`config.mk`:
```
export PLATFORM = sky130hd
export DESIGN_NAME = otter_mem_arbiter
export DESIGN_NICKNAME = d
export VERILOG_FILES = /design/src/rtl/otter_mem_pkg.sv /design/src/rtl/otter_mem_arbiter_starve_counter.sv /design/src/rtl/otter_mem_arbiter.sv
export SDC_FILE = /design/constraint.sdc
export NUM_CORES = 1
export LEC_CHECK = 0
export ABC_CLOCK_PERIOD_IN_PS = 2500
export BUFFER_PORTS_ARGS = -buffer_cell sky130_fd_sc_hd__buf_2
export CAP_MARGIN = 20
export CORE_AREA = 2 2 133 135
export DETAILED_ROUTE_END_ITERATION = 10
export DIE_AREA = 0 0 135 137
export PLACE_DENSITY_LB_ADDON = 0.15
export SLEW_MARGIN = 20
export SYNTH_ARGS = -nofsm -noshare
export SYNTH_HDL_FRONTEND = slang
export SYNTH_SLANG_ARGS = --single-unit
```
`constraint.sdc`:
```
create_clock -name CLK -period 2.5 [get_ports CLK]
set_input_delay 0.375 -clock CLK [delete_from_list [all_inputs] [get_ports CLK]]
set_output_delay 0.375 -clock CLK [all_outputs]
set_load 0.005 [all_outputs]
```
`src/rtl/otter_mem_pkg.sv`:
```
// rtl/otter_mem_pkg.sv - shared types and constants for the OTTER memory arbiter
package otter_mem_pkg;

    typedef enum logic [1:0] {
        RUN   = 2'd0,
        DRAIN = 2'd1,
        PROG  = 2'd2
    } arb_state_t;

    typedef enum logic [1:0] {
        NONE = 2'd0,
        IF   = 2'd1,
        DM   = 2'd2
    } rd_owner_t;

    localparam logic [1:0] SZ_BYTE = 2'b00;
    localparam logic [1:0] SZ_HALF = 2'b01;
    localparam logic [1:0] SZ_WORD = 2'b10;

    // 2'b11 is not a defined access size on the OTTER memory port.
    function automatic logic size_legal(input logic [1:0] sz);
        return (sz == SZ_BYTE) || (sz == SZ_HALF) || (sz == SZ_WORD);
    endfunction

endpackage

```
`src/rtl/otter_mem_arbiter_starve_counter.sv`:
```
// rtl/otter_mem_arbiter_starve_counter.sv - saturating count of consecutive denied fetch cycles
module starve_counter #(
    parameter int unsigned MAX = 4
) (
    input  logic clk,
    input  logic rst_n,
    input  logic inc,
    input  logic clr,
    output logic at_max
);

    localparam logic [3:0] MAX_CNT = 4'(MAX);

    logic [3:0] cnt;

    assign at_max = (cnt == MAX_CNT);

    always_ff @(posedge clk or negedge rst_n) begin
        if (!rst_n) begin
            cnt <= 4'd0;
        end else if (clr) begin
            cnt <= 4'd0;
        end else if (inc && !at_max) begin
            cnt <= cnt + 4'd1;
        end
    end

endmodule

```
`src/rtl/otter_mem_arbiter.sv`:
```
// rtl/otter_mem_arbiter.sv - single-port memory arbiter for fetch, data and programmer access
module otter_mem_arbiter
    import otter_mem_pkg::*;
#(
    parameter int AW         = 32,
    parameter int DW         = 32,
    parameter int STARVE_MAX = 4
) (
    input  logic          CLK,
    input  logic          RST,

    input  logic          IF_REQ,
    input  logic [AW-1:0] IF_ADDR,
    output logic          IF_GNT,
    output logic          IF_RVALID,
    output logic [DW-1:0] IF_RDATA,

    input  logic          DM_REQ,
    input  logic          DM_WE,
    input  logic [AW-1:0] DM_ADDR,
    input  logic [DW-1:0] DM_WDATA,
    input  logic [1:0]    DM_SIZE,
    input  logic          DM_SIGN,
    output logic          DM_GNT,
    output logic          DM_RVALID,
    output logic [DW-1:0] DM_RDATA,

    input  logic          PRG_MODE,
    input  logic          PRG_REQ,
    input  logic [AW-1:0] PRG_ADDR,
    input  logic [DW-1:0] PRG_WDATA,
    output logic          PRG_GNT,

    output logic          CPU_HOLD,

    output logic          MEM_RE,
    output logic          MEM_WE,
    output logic [AW-1:0] MEM_ADDR,
    output logic [DW-1:0] MEM_DIN,
    output logic [1:0]    MEM_SIZE,
    output logic          MEM_SIGN,
    input  logic [DW-1:0] MEM_DOUT
);

    arb_state_t state_q, state_d;
    rd_owner_t  owner_q, owner_d;

    logic if_gnt, dm_gnt, prg_gnt;
    logic starve_at_max;
    logic starve_inc, starve_clr;

    // Counting only happens in RUN; any other state parks the counter at 0 so RUN is re-entered clean.
    assign starve_inc = (state_q == RUN) && IF_REQ && !if_gnt;
    assign starve_clr = (state_q != RUN) || !IF_REQ || if_gnt;

    starve_counter #(
        .MAX (STARVE_MAX)
    ) u_starve (
        .clk    (CLK),
        .rst_n  (RST),
        .inc    (starve_inc),
        .clr    (starve_clr),
        .at_max (starve_at_max)
    );

    always_comb begin
        state_d = state_q;
        if_gnt  = 1'b0;
        dm_gnt  = 1'b0;
        prg_gnt = 1'b0;
        case (state_q)
            RUN: begin
                // The cycle PRG_MODE rises still arbitrates; its read returns during DRAIN.
                if (RST) begin
                    if (IF_REQ && (starve_at_max || !DM_REQ)) begin
                        if_gnt = 1'b1;
                    end else if (DM_REQ) begin
                        dm_gnt = 1'b1;
                    end
                end
                if (PRG_MODE) begin
                    state_d = DRAIN;
                end
            end
            DRAIN: begin
                state_d = PROG;
            end
            PROG: begin
                prg_gnt = RST && PRG_REQ;
                if (!PRG_MODE) begin
                    state_d = RUN;
                end
            end
            default: begin
                state_d = RUN;
            end
        endcase
    end

    always_comb begin
        MEM_RE   = 1'b0;
        MEM_WE   = 1'b0;
        MEM_ADDR = '0;
        MEM_DIN  = '0;
        MEM_SIZE = SZ_BYTE;
        MEM_SIGN = 1'b0;
        if (if_gnt) begin
            MEM_RE   = 1'b1;
            MEM_ADDR = IF_ADDR;
            MEM_SIZE = SZ_WORD;
        end else if (dm_gnt) begin
            MEM_RE   = !DM_WE;
            MEM_WE   = DM_WE;
            MEM_ADDR = DM_ADDR;
            MEM_DIN  = DM_WE ? DM_WDATA : '0;
            MEM_SIZE = DM_SIZE;
            MEM_SIGN = DM_SIGN;
        end else if (prg_gnt) begin
            MEM_WE   = 1'b1;
            MEM_ADDR = PRG_ADDR;
            MEM_DIN  = PRG_WDATA;
            MEM_SIZE = SZ_WORD;
        end
    end

    // The tag names the owner of the read issued this cycle; writes and idle cycles leave NONE.
    always_comb begin
        owner_d = NONE;
        if (if_gnt) begin
            owner_d = IF;
        end else if (dm_gnt && !DM_WE) begin
            owner_d = DM;
        end
    end

    always_ff @(posedge CLK or negedge RST) begin
        if (!RST) begin
            state_q <= RUN;
            owner_q <= NONE;
        end else begin
            state_q <= state_d;
            owner_q <= owner_d;
        end
    end

    assign IF_GNT    = if_gnt;
    assign DM_GNT    = dm_gnt;
    assign PRG_GNT   = prg_gnt;
    assign CPU_HOLD  = (state_q != RUN);

    assign IF_RVALID = (owner_q == IF);
    assign DM_RVALID = (owner_q == DM);
    assign IF_RDATA  = IF_RVALID ? MEM_DOUT : '0;
    assign DM_RDATA  = DM_RVALID ? MEM_DOUT : '0;

endmodule
```
==> results of run 1 <==
==> layer usage <==
layer / track usage [%] / up-vias / wire (um)
li1: - / 1619 / -
met5: 0 / - / 0
met4: 1.74 / 0 / 132
met3: 1.85 / 9 / 1150
met1: 12.9 / 1482 / 4770
met2: 22.4 / 216 / 6470
==> cell type report <==
| class | count | area (sq um) | share of cell area, % |
|---|---|---|---|
| multi-input combinational | 207 | 1720 | 40.7 |
| inverter | 6 | 22.5 | 0.533 |
| timing repair buffer | 359 | 1920 | 45.6 |
| tap | 225 | 282 | 6.67 |
| sequential | 8 | 200 | 4.74 |
| clock buffer | 3 | 75.1 | 1.78 |
==> cell families (layout without fill, tap and decap cells) <==
| logic type | after synthesis | after routing | share of synthesized area, % |
|---|---|---|---|
| AO/OA/AOI/OAI | 75 | 75 | 32.8 |
| XOR/XNOR | 2 | 2 | 0.852 |
| adder cells (fa/ha/maj) | 2 | 2 | 1.22 |
| buffers and inverters | 35 | 368 | 7.79 |
| flip-flops | 8 | 8 | 9.73 |
| multiplexers | 33 | 33 | 17.9 |
| AND/OR/NAND/NOR | 95 | 95 | 29.7 |
==> cells in the mapped netlist (3+ instances only) <==
cell and instances:
buf_2 13, inv_1 6, a21oi_1 3, a211oi_1 3
mux2i_1 3, dfrtp_1 8, buf_4 3, mux2_2 28
nor2_1 3, and2_1 67, clkbuf_1 10, nor2b_1 6
a221oi_1 3, nand2_1 4, a22o_1 32, a32o_1 30
==> worst max path at each step <==
stage	startpoint	slack, ns	endpoint
floorplan	u_starve.cnt[0]	0.55	MEM_ADDR[1]
global placement	u_starve.cnt[0]	0.33	MEM_ADDR[2]
detailed placement	u_starve.cnt[0]	0.31	MEM_ADDR[24]
CTS	u_starve.cnt[0]	0.05	MEM_ADDR[3]
global route	u_starve.cnt[0]	-0.004	MEM_ADDR[29]
finish	u_starve.cnt[0]	0.05	MEM_ADDR[27]
==> sequential cells by signal (all words and copies together), names as in the netlist <==
signal,cells
owner_q,2
state_q,2
u_starve.cnt,4
==> worst register-to-register path, cell delays in order, from the launching register on <==
cell and delay, ns:
dfrtp_1 0.47, nor3b_4 0.35, buf_4 0.24, and3_1 0.24
nor2b_1 0.14
==> what timing repair did <==
action,4_1_cts,5_1_grt
endpoints found under the setup margin,0,30
setup buffers,0,3
resized for setup,0,4
hold endpoints to repair,2,0
hold buffers,1,0
==> power breakdown <==
part / switching, mW / internal (mW)
Combinational: 0.500 / 0.600
Clock: 0.0698 / 0.207
Sequential: 0.0398 / 0.153
==> results by group, run 1 <==
Detailed routing
  • 1st-iter DRT viols: 80
  • Vias: 3326
  • Final wirelength: 12500 um
  • DRC: 0
  • Routed Antenna Nets: 0
  • Vias/cell: 4.12
  • DR pass1 iterations: 4
  • Drt wl/cell: 15.5 um

Synthesis
  • Distinct cells, synth: 35
  • FFs w/ async S/R, synth: 100%
  • Synth top area cells: and2_1 20%, mux2_2 15%, a32o_1 15%
  • Sequential area share after synthesis: 9.73%
  • Number of synthesized flops with an enable pin: 0
  • #FFs+latches synth: 8
  • Synth Flop Type: dfrtp_1
  • Mapped Area: 2060 sq um
  • Top cell type's share of synthesized area: 20.4%
  • Syn Area/Cell: 8.23 sq um
  • Synth area leader: and2_1
  • Syn. warnings: 0
  • Synthesized instance count: 250
  • Synth Net Count: 454

Die
  • Die area: 18500 sq um
  • I/O pins: 341
  • Row cnt: 48
  • Die W: 135 um
  • Initial Util: 12.1%
  • Die height: 137 um
  • CORE AREA: 17100 sq um

Placed design
  • DP HPWL: 10400 um
  • PortBufs: 340
  • DP Worst Slack: 0.310 ns
  • Final Wtd Congestion: 0.753
  • Placed Cells incl. Taps: 798
  • Placed Instance Area: 4030 sq um

STA
  • Worst setup margin: 0.0535 ns
  • Max Fclk: 409 MHz
  • Final hold vios: 0
  • Final Max Tran Viols: 0
  • Normalized max-slew margin: 75.9%
  • Crit path time final: 2.45 ns
  • Clock Skew: 0.00158 ns
  • Least-Margin Pin Slew: 0.362 ns
  • Worst Hold Slack: 0.129 ns
  • Final worst-path cycle share: 97.9%
  • TNS Setup: 0 ns
  • Final setup violating endpoints: 0

Setup path
  • Slowest CP cell: dfrtp_1
  • CP Data Arrival Time: 2.07 ns
  • Crit path depth: 8
  • CP cell instances: inv_2 -> ha_4 -> and4b_2 -> o21ai_4 -> buf_12 -> clkbuf_16 -> mux2_2 -> buf_2
  • RR Endpoint: owner_q[1]
  • Largest delay share family, worst path: buffers and inverters
  • R2r setup slk: 1.00 ns
  • CP Class: reg2out
  • Startpoint Class: flip-flop
  • Critical path fanouts, max: 8
  • Crit end category: primary output
  • Max incr delay on CP: 0.41 ns
  • Worst r2r src: state_q[1]
  • R2R cell count: 4
  • Crit path buffers/inverters: 4
  • Critical Path RT: 2.12 ns

Final layout
  • Filler cells: 1911
  • Fin cells: 808
  • Antenna Cells: 0
  • Most frequent cells in the layout: 340 x buf_2, 67 x and2_1, 32 x a22o_1, 30 x a32o_1, 28 x mux2_2
  • Final Instance Area: 4220 sq um
  • Finished Core Util: 24.8%
  • Area Overhead vs Synth: 105%
  • Share of layout cells above drive strength 1: 68.4%
  • Nets: 789
  • Most common cell after layout, fill and taps aside: buf_2

CTS
  • TritonCTS Buffers: 3
  • Clk_lat worst skew: 0.23 ns
  • CTS tree: done
  • Htree depth: 1
  • Clk sinks: 8
  • Clock slew at reported path FFs: 0.04 ns
  • Clock buffer depth: 2
  • Root Buffer: clkbuf_16

GRT
  • Vias in the first global route: 3190
  • Pin count of the biggest net entering global routing: 39
  • Grt ovf: 0
  • Total track usage: 11.3%
  • First-pass GRT wire length: 16700 um
  • Initial antenna violation count: 0

Worst hold path
  • Worst hold-check path type: in2async

Power
  • Peak supply drop: 0.197 mV
  • Overall power: 1.57 mW
  • Static Leakage: 2.53 nW
  • Pwr Density: 372 nW/um^2

Status
  • Status: completed

Job
  • Max Cap Viol: 0
No activity file was read; power rests on OpenSTA's default activity.
==> run 2: changes to the inputs <==
--- a/config.mk
+++ b/config.mk
@@ -8,11 +8,13 @@
 export ABC_CLOCK_PERIOD_IN_PS = 2500
 export BUFFER_PORTS_ARGS = -buffer_cell sky130_fd_sc_hd__buf_2
 export CAP_MARGIN = 20
-export CORE_AREA = 2 2 133 135
+export CORE_AREA = 2 2 132 134
 export DETAILED_ROUTE_END_ITERATION = 10
-export DIE_AREA = 0 0 135 137
+export DIE_AREA = 0 0 134 136
+export GPL_TIMING_DRIVEN = 0
 export PLACE_DENSITY_LB_ADDON = 0.15
 export SLEW_MARGIN = 20
 export SYNTH_ARGS = -nofsm -noshare
 export SYNTH_HDL_FRONTEND = slang
+export SYNTH_HIERARCHICAL = 1
 export SYNTH_SLANG_ARGS = --single-unit
==> run 2 against run 1 <==
Against the previous run:
- final area is 2.9% higher
- critical path depth is 1 higher
- highest routed layer unchanged
- combinational power is 5% higher
- utilization is 0.99 points higher
- clock-buffer cell count stayed put
- synthesized cell count is 3.2% lower
- via count is 0.66% higher
- largest power group unchanged
- total power is 0.66% higher
==> results by group, run 2 <==
Status
  • Status: completed (unchanged)

Die
  • Row cnt: 48 (unchanged)
  • CORE AREA: 16900 sq um (was 17100 sq um)
  • Die W: 134 um (was 135 um)
  • Die area: 18200 sq um (was 18500 sq um)
  • Initial Util: 12.8% (was 12.1%)
  • Die height: 136 um (was 137 um)
  • I/O pins: 341 (unchanged)

Synthesis
  • Syn Area/Cell: 8.94 sq um (was 8.23 sq um)
  • Number of synthesized flops with an enable pin: 0 (unchanged)
  • Syn. warnings: 6 (was 0)
  • Mapped Area: 2160 sq um (was 2060 sq um)
  • Distinct cells, synth: 33 (was 35)
  • Most frequent cells after synthesis: 65 x and2_1, 32 x a22o_1, 32 x a32o_1 (was 67 x and2_1, 32 x a22o_1, 30 x a32o_1)
  • FFs w/ async S/R, synth: 100% (unchanged)
  • Synth top area cells: and2_1 19%, mux2_4 19%, a32o_1 15% (was and2_1 20%, mux2_2 15%, a32o_1 15%)
  • Synth Net Count: 446 (was 454)
  • Top cell type's share of synthesized area: 18.8% (was 20.4%)
  • Synthesized instance count: 242 (was 250)
  • #FFs+latches synth: 8 (unchanged)
  • Synth area leader: and2_1 (unchanged)
  • Sequential area share after synthesis: 9.25% (was 9.73%)
  • Most common cell in the synthesized netlist: and2_1 (unchanged)
  • Synth Flop Type: dfrtp_1 (unchanged)

STA
  • Final worst-path cycle share: 96.5% (was 97.9%)
  • Final setup violating endpoints: 0 (unchanged)
  • Max Fclk: 414 MHz (was 409 MHz)
  • TNS Setup: 0 ns (unchanged)
  • Crit path time final: 2.41 ns (was 2.45 ns)
  • Final Max Tran Viols: 0 (unchanged)
  • RSZ-0062 raised after global routing: false
  • Worst setup margin: 0.0866 ns (was 0.0535 ns)
  • Final hold vios: 0 (unchanged)
  • Clock Skew: 0.00488 ns (was 0.00158 ns)
  • Least-Margin Pin Slew: 0.552 ns (was 0.362 ns)
  • Normalized max-slew margin: 63.1% (was 75.9%)

Detailed routing
  • Routed Antenna Nets: 0 (unchanged)
  • 1st-iter DRT viols: 116 (was 80)
  • DRC: 0 (unchanged)
  • Vias: 3348 (was 3326)
  • Drt wl/cell: 15.3 um (was 15.5 um)
  • Vias/cell: 4.11 (was 4.12)
  • DR pass1 iterations: 4 (unchanged)
  • Final wirelength: 12500 um (about the same)

CTS
  • TritonCTS Buffers: 3 (unchanged)
  • Clk sinks: 8 (unchanged)
  • Clock buffer depth: 2 (unchanged)
  • CTS tree: done (unchanged)
  • Htree depth: 1 (unchanged)
  • Root Buffer: clkbuf_16 (unchanged)
  • Clock slew at reported path FFs: 0.04 ns (about the same)
  • Clk_lat worst skew: 0.23 ns (about the same)

GRT
  • Vias in the first global route: 3319 (was 3190)
  • Total track usage: 12.3% (was 11.3%)
  • Grt ovf: 0 (unchanged)
  • First-pass GRT wire length: 17800 um (was 16700 um)
  • Pin count of the biggest net entering global routing: 13 (was 39)
  • Initial antenna violation count: 2 (was 0)

Final layout
  • Top Registers: u_starve/cnt (4), owner_q (2), state_q (2) (was u_starve.cnt (4), owner_q (2), state_q (2))
  • Most common cell after layout, fill and taps aside: buf_2 (unchanged)
  • Most frequent cells in the layout: 347 x buf_2, 65 x and2_1, 32 x a22o_1, 32 x a32o_1, 27 x mux2_4 (was 340 x buf_2, 67 x and2_1, 32 x a22o_1, 30 x a32o_1, 28 x mux2_2)
  • Area Overhead vs Synth: 101% (was 105%)
  • Nets: 794 (was 789)
  • Final Instance Area: 4340 sq um (was 4220 sq um)
  • Max reg flops: 4 (unchanged)
  • Reg with most FFs: u_starve/cnt (was u_starve.cnt)
  • Share of layout cells above drive strength 1: 69.9% (was 68.4%)

Power
  • Peak supply drop: 0.164 mV (was 0.197 mV)
  • Overall power: 1.58 mW (was 1.57 mW)
  • Static Leakage: 2.66 nW (was 2.53 nW)
  • Pwr Density: 364 nW/um^2 (was 372 nW/um^2)

Setup path
  • R2R cell count: 9 (was 4)
  • Critical path fanouts, max: 10 (was 8)
  • Startpoint Class: flip-flop (unchanged)
  • Crit end category: primary output (unchanged)
  • Critical Path RT: 2.12 ns (about the same)
  • CP Class: reg2out (unchanged)
  • CP Data Arrival Time: 2.04 ns (was 2.07 ns)

Placed design
  • DP Worst Slack: -0.122 ns (was 0.310 ns)
  • DP HPWL: 11000 um (was 10400 um)
  • Placed Instance Area: 4150 sq um (was 4030 sq um)
  • PortBufs: 340 (unchanged)
  • Final Wtd Congestion: 0.760 (was 0.753)

Worst hold path
  • Worst hold-check path type: in2async (unchanged)

Job
  • Max Cap Viol: 0 (unchanged)
[run 2: cell count changes in the layout (fill, tap and decap cells not counted), sizes merged, moves of 3 or more]
cell / delta
clkbuf: +7
mux2i: -3
a221oi: -3
nor2b: -4
nand3: +3
and3: +3
a211oi: -3
buf: +6
[run 2: metrics by stage]
step | hold slack [ns] | util, % | std cells
after floorplan | 0.0794 | - | 242
after global placement | 0.266 | 24.6 | 807
after detailed placement | 0.262 | 24.6 | 807
after CTS | 0.0169 | 25.6 | 812
after global routing | 0.0242 | 25.7 | 814
final | 0.0124 | 25.7 | 814
[run 2: path summary, 6_finish.rpt]
check | endpoint | slack (ns) | from
worst min register to register | u_starve/cnt[3] | 0.55 | u_starve/cnt[3]
min in group CLK | owner_q[1] | 0.37 | DM_WE
max in group asynchronous | owner_q[1] | 2.27 | RST
worst max-delay path | MEM_ADDR[7] | 0.09 | u_starve/cnt[0]
worst min-delay path | u_starve/cnt[2] | 0.01 | RST
worst max register to register | u_starve/cnt[3] | 0.48 | u_starve/cnt[0]
[run 2: repair_timing]
action / CTS / global route
pin swaps: 1 / 0
hold buffers: 0 / 0
setup buffers: 2 / 2
gates resized for setup: 21 / 2
setup endpoints to repair: 70 / 62
[run 2: power by group]
group	internal, mW	switching, mW
logic	0.656	0.489
clock network	0.206	0.0618
registers	0.149	0.0185
[run 2: logic make-up after synthesis]
logic type	after synthesis	share of synthesized area, %
AOI/OAI and AO/OA	75	31.8
and+or+nand+nor	89	26.1
muxes	32	21.3
DFF	8	9.25
adders and majority gates	2	1.16
buffers and inverters	36	10.3
[run 2: layer usage]
layer	wire (um)	track usage [%]
met5	0	0
met4	107	2.60
met3	1110	2.13
met2	6560	23.9
met1	4690	13.9
[run 2: final cells by class]
cell class | count | area (sq um)
Antenna cell | 1 | 2.50
Fill cell | 1855 | 12500
Multi-Input combinational cell | 198 | 1760
Tap cell | 225 | 282
Clock buffer | 3 | 75.1
Sequential cell | 8 | 200
Timing Repair Buffer | 344 | 1740
Inverter | 8 | 35.0
Buffer | 27 | 246
[run 2: worst max-delay path: stages (launching register included)]
cell and delay (ns):
dfrtp_1 0.38, inv_2 0.08, ha_2 0.19, nand3b_4 0.12, inv_6 0.11, nand2_8 0.09, clkbuf_8 0.18, a32o_1 0.26
mux2_4 0.26, buf_2 0.13
==> run 3: changes to the inputs <==
--- a/config.mk
+++ b/config.mk
@@ -11,7 +11,6 @@
 export CORE_AREA = 2 2 132 134
 export DETAILED_ROUTE_END_ITERATION = 10
 export DIE_AREA = 0 0 134 136
-export GPL_TIMING_DRIVEN = 0
 export PLACE_DENSITY_LB_ADDON = 0.15
 export SLEW_MARGIN = 20
 export SYNTH_ARGS = -nofsm -noshare
==> run 3 against run 2 <==
Against the previous run:
- utilization down 0.90 points
- critical endpoint is now MEM_ADDR[1]
- via count down 0.96%
- critical path type unchanged
- worst hold slack better by 0.062 ns
- global-route usage down 0.55 points
- cell count down 2.2%
- setup slack worse by 0.0073 ns
==> results by group, run 3 (same netlist as run 2, synthesis figures left out) <==
Status
  • Status: completed (unchanged)

Setup path
  • Crit path buffers/inverters: 4 (unchanged)
  • CP Class: reg2out (unchanged)
  • Critical path fanouts, max: 34 (was 10)
  • Critical Path RT: 2.12 ns (about the same)
  • CP Data Arrival Time: 2.05 ns (was 2.04 ns)
  • CP cell instances: inv_2 -> ha_2 -> nand3b_4 -> inv_4 -> o2111ai_4 -> buf_12 -> mux2_2 -> buf_2 (was inv_2 -> ha_2 -> nand3b_4 -> inv_6 -> nand2_8 -> clkbuf_8 -> a32o_1 -> mux2_4 -> buf_2)
  • Startpoint Class: flip-flop (unchanged)
  • Crit end category: primary output (unchanged)
  • Slowest CP cell: mux2_2 (was dfrtp_1)
  • Largest delay share family, worst path: buffers and inverters (unchanged)
  • Max incr delay on CP: 0.39 ns (was 0.38 ns)

STA
  • Final setup violating endpoints: 0 (unchanged)
  • Crit path time final: 2.42 ns (was 2.41 ns)
  • Final hold vios: 0 (unchanged)
  • Max Fclk: 413 MHz (was 414 MHz)
  • Clock Skew: 0.00145 ns (was 0.00488 ns)
  • Worst setup margin: 0.0793 ns (was 0.0866 ns)
  • Final Max Tran Viols: 0 (unchanged)
  • Least-Margin Pin Slew: 0.279 ns (was 0.552 ns)
  • Normalized max-slew margin: 81.4% (was 63.1%)
  • Final worst-path cycle share: 96.8% (was 96.5%)

Final layout
  • Max reg flops: 4 (unchanged)
  • Most common cell after layout, fill and taps aside: buf_2 (unchanged)
  • Most frequent cells in the layout: 340 x buf_2, 65 x and2_1, 32 x a22o_1, 32 x a32o_1, 27 x mux2_4 (was 347 x buf_2, 65 x and2_1, 32 x a22o_1, 32 x a32o_1, 27 x mux2_4)
  • Filler cells: 1856 (was 1855)
  • Final Instance Area: 4190 sq um (was 4340 sq um)
  • Top Registers: u_starve/cnt (4), owner_q (2), state_q (2) (unchanged)
  • Register area: 200 sq um (unchanged)
  • Reg with most FFs: u_starve/cnt (unchanged)
  • Nets: 775 (was 794)
  • Area of the multi-input gates: 1770 sq um (was 1760 sq um)
  • Finished Core Util: 24.8% (was 25.7%)
  • Area Overhead vs Synth: 93.6% (was 101%)
  • Share of layout cells above drive strength 1: 70.5% (was 69.9%)

CTS
  • Clk sinks: 8 (unchanged)
  • CTS tree: done (unchanged)
  • Postcts setup bufs: 0 (was 2)
  • Htree depth: 1 (unchanged)
  • Clock slew at reported path FFs: 0.04 ns (about the same)
  • Clock buffer depth: 2 (unchanged)
  • Hold_buf cts: 0 (unchanged)
  • TritonCTS Buffers: 3 (unchanged)
  • Clk_lat worst skew: 0.23 ns (about the same)
  • Root Buffer: clkbuf_16 (unchanged)

Die
  • Row cnt: 48 (unchanged)
  • Die height: 136 um (unchanged)
  • CORE AREA: 16900 sq um (unchanged)
  • Die W: 134 um (unchanged)
  • Initial Util: 12.8% (unchanged)
  • Die area: 18200 sq um (unchanged)
  • I/O pins: 341 (unchanged)

Placed design
  • PortBufs: 340 (unchanged)
  • Placed Instance Area: 4070 sq um (was 4150 sq um)
  • DP Worst Slack: 0.219 ns (was -0.122 ns)
  • DP HPWL: 10500 um (was 11000 um)
  • Final Wtd Congestion: 0.808 (was 0.760)

Detailed routing
  • DRC: 0 (unchanged)
  • Vias/cell: 4.17 (was 4.11)
  • Final wirelength: 12400 um (was 12500 um)
  • Vias: 3316 (was 3348)
  • Drt wl/cell: 15.6 um (was 15.3 um)
  • 1st-iter DRT viols: 94 (was 116)
  • DR pass1 iterations: 4 (unchanged)
  • Routed Antenna Nets: 0 (unchanged)

GRT
  • Total track usage: 11.7% (was 12.3%)
  • Initial antenna violation count: 4 (was 2)
  • Vias in the first global route: 3114 (was 3319)
  • Grt ovf: 0 (unchanged)
  • First-pass GRT wire length: 16600 um (was 17800 um)
  • Pin count of the biggest net entering global routing: 47 (was 13)

Power
  • Peak supply drop: 0.193 mV (was 0.164 mV)
  • Overall power: 1.54 mW (was 1.58 mW)
  • Static Leakage: 2.56 nW (was 2.66 nW)
  • Pwr Density: 368 nW/um^2 (was 364 nW/um^2)

Worst hold path
  • Worst hold-check path type: in2async (unchanged)

Job
  • Max Cap Viol: 0 (unchanged)
-- run 3: worst register-to-register path, cell delays in order, from the launching register on --
cell and delay (ns):
dfrtp_1 0.37, inv_2 0.06, ha_2 0.19, nand3b_4 0.11, inv_4 0.06, o21ai_0 0.21
and3_1 0.32, nand4_1 0.16, or3_1 0.33, a21oi_1 0.14
-- run 3: power breakdown --
part | switching (mW) | total (mW) | internal [mW]
Sequential | 0.0202 | 0.169 | 0.149
Combinational | 0.482 | 1.11 | 0.628
Clock | 0.0583 | 0.264 | 0.206
-- run 3: path summary, 6_finish.rpt --
kind	start	cells after the start	end	slack [ns]
min reg2reg	u_starve/cnt[3]	2	u_starve/cnt[3]	0.53
max	u_starve/cnt[0]	8	MEM_ADDR[1]	0.08
min in group CLK	PRG_MODE	2	state_q[0]	0.38
max in group asynchronous	RST	2	u_starve/cnt[0]	2.28
max reg2reg	u_starve/cnt[0]	9	u_starve/cnt[3]	0.47
min	RST	2	u_starve/cnt[2]	0.07
-- run 3: area by class of cell --
| type | instances | share of cell area [%] |
|---|---|---|
| antenna | 2 | 0.119 |
| clock buffer | 3 | 1.79 |
| inverter | 8 | 0.776 |
| multi-input combinational | 200 | 42.2 |
| sequential | 8 | 4.78 |
| tap | 225 | 6.72 |
| timing repair buffer | 350 | 43.6 |
-- run 3: metrics by stage --
| stage | hold slack (ns) | std cells | TNS, ns |
|---|---|---|---|
| 2_1_floorplan | 0.0794 | 242 | 0 |
| 3_3_place_gp | 0.317 | 789 | 0 |
| 3_5_place_dp | 0.319 | 789 | 0 |
| 4_1_cts | 0.0770 | 792 | -0.0660 |
| 5_1_grt | 0.0876 | 795 | -0.00760 |
| 6_report | 0.0739 | 796 | 0 |
-- run 3: layer usage --
layer	global-route usage [%]	up-vias	wire length [um]
li1	-	1579	-
met3	1.94	8	1110
met5	0	-	0
met4	2.96	0	175
met1	12.5	1504	4530
met2	23.6	225	6590
-- run 3: timing repair --
action / 4_1_cts / 5_1_grt
pin swaps: 2 / 2
endpoints found under the hold margin: 0 / 0
cloned: 0 / 2
gates resized for setup: 0 / 8
endpoints found under the setup margin: 5 / 66
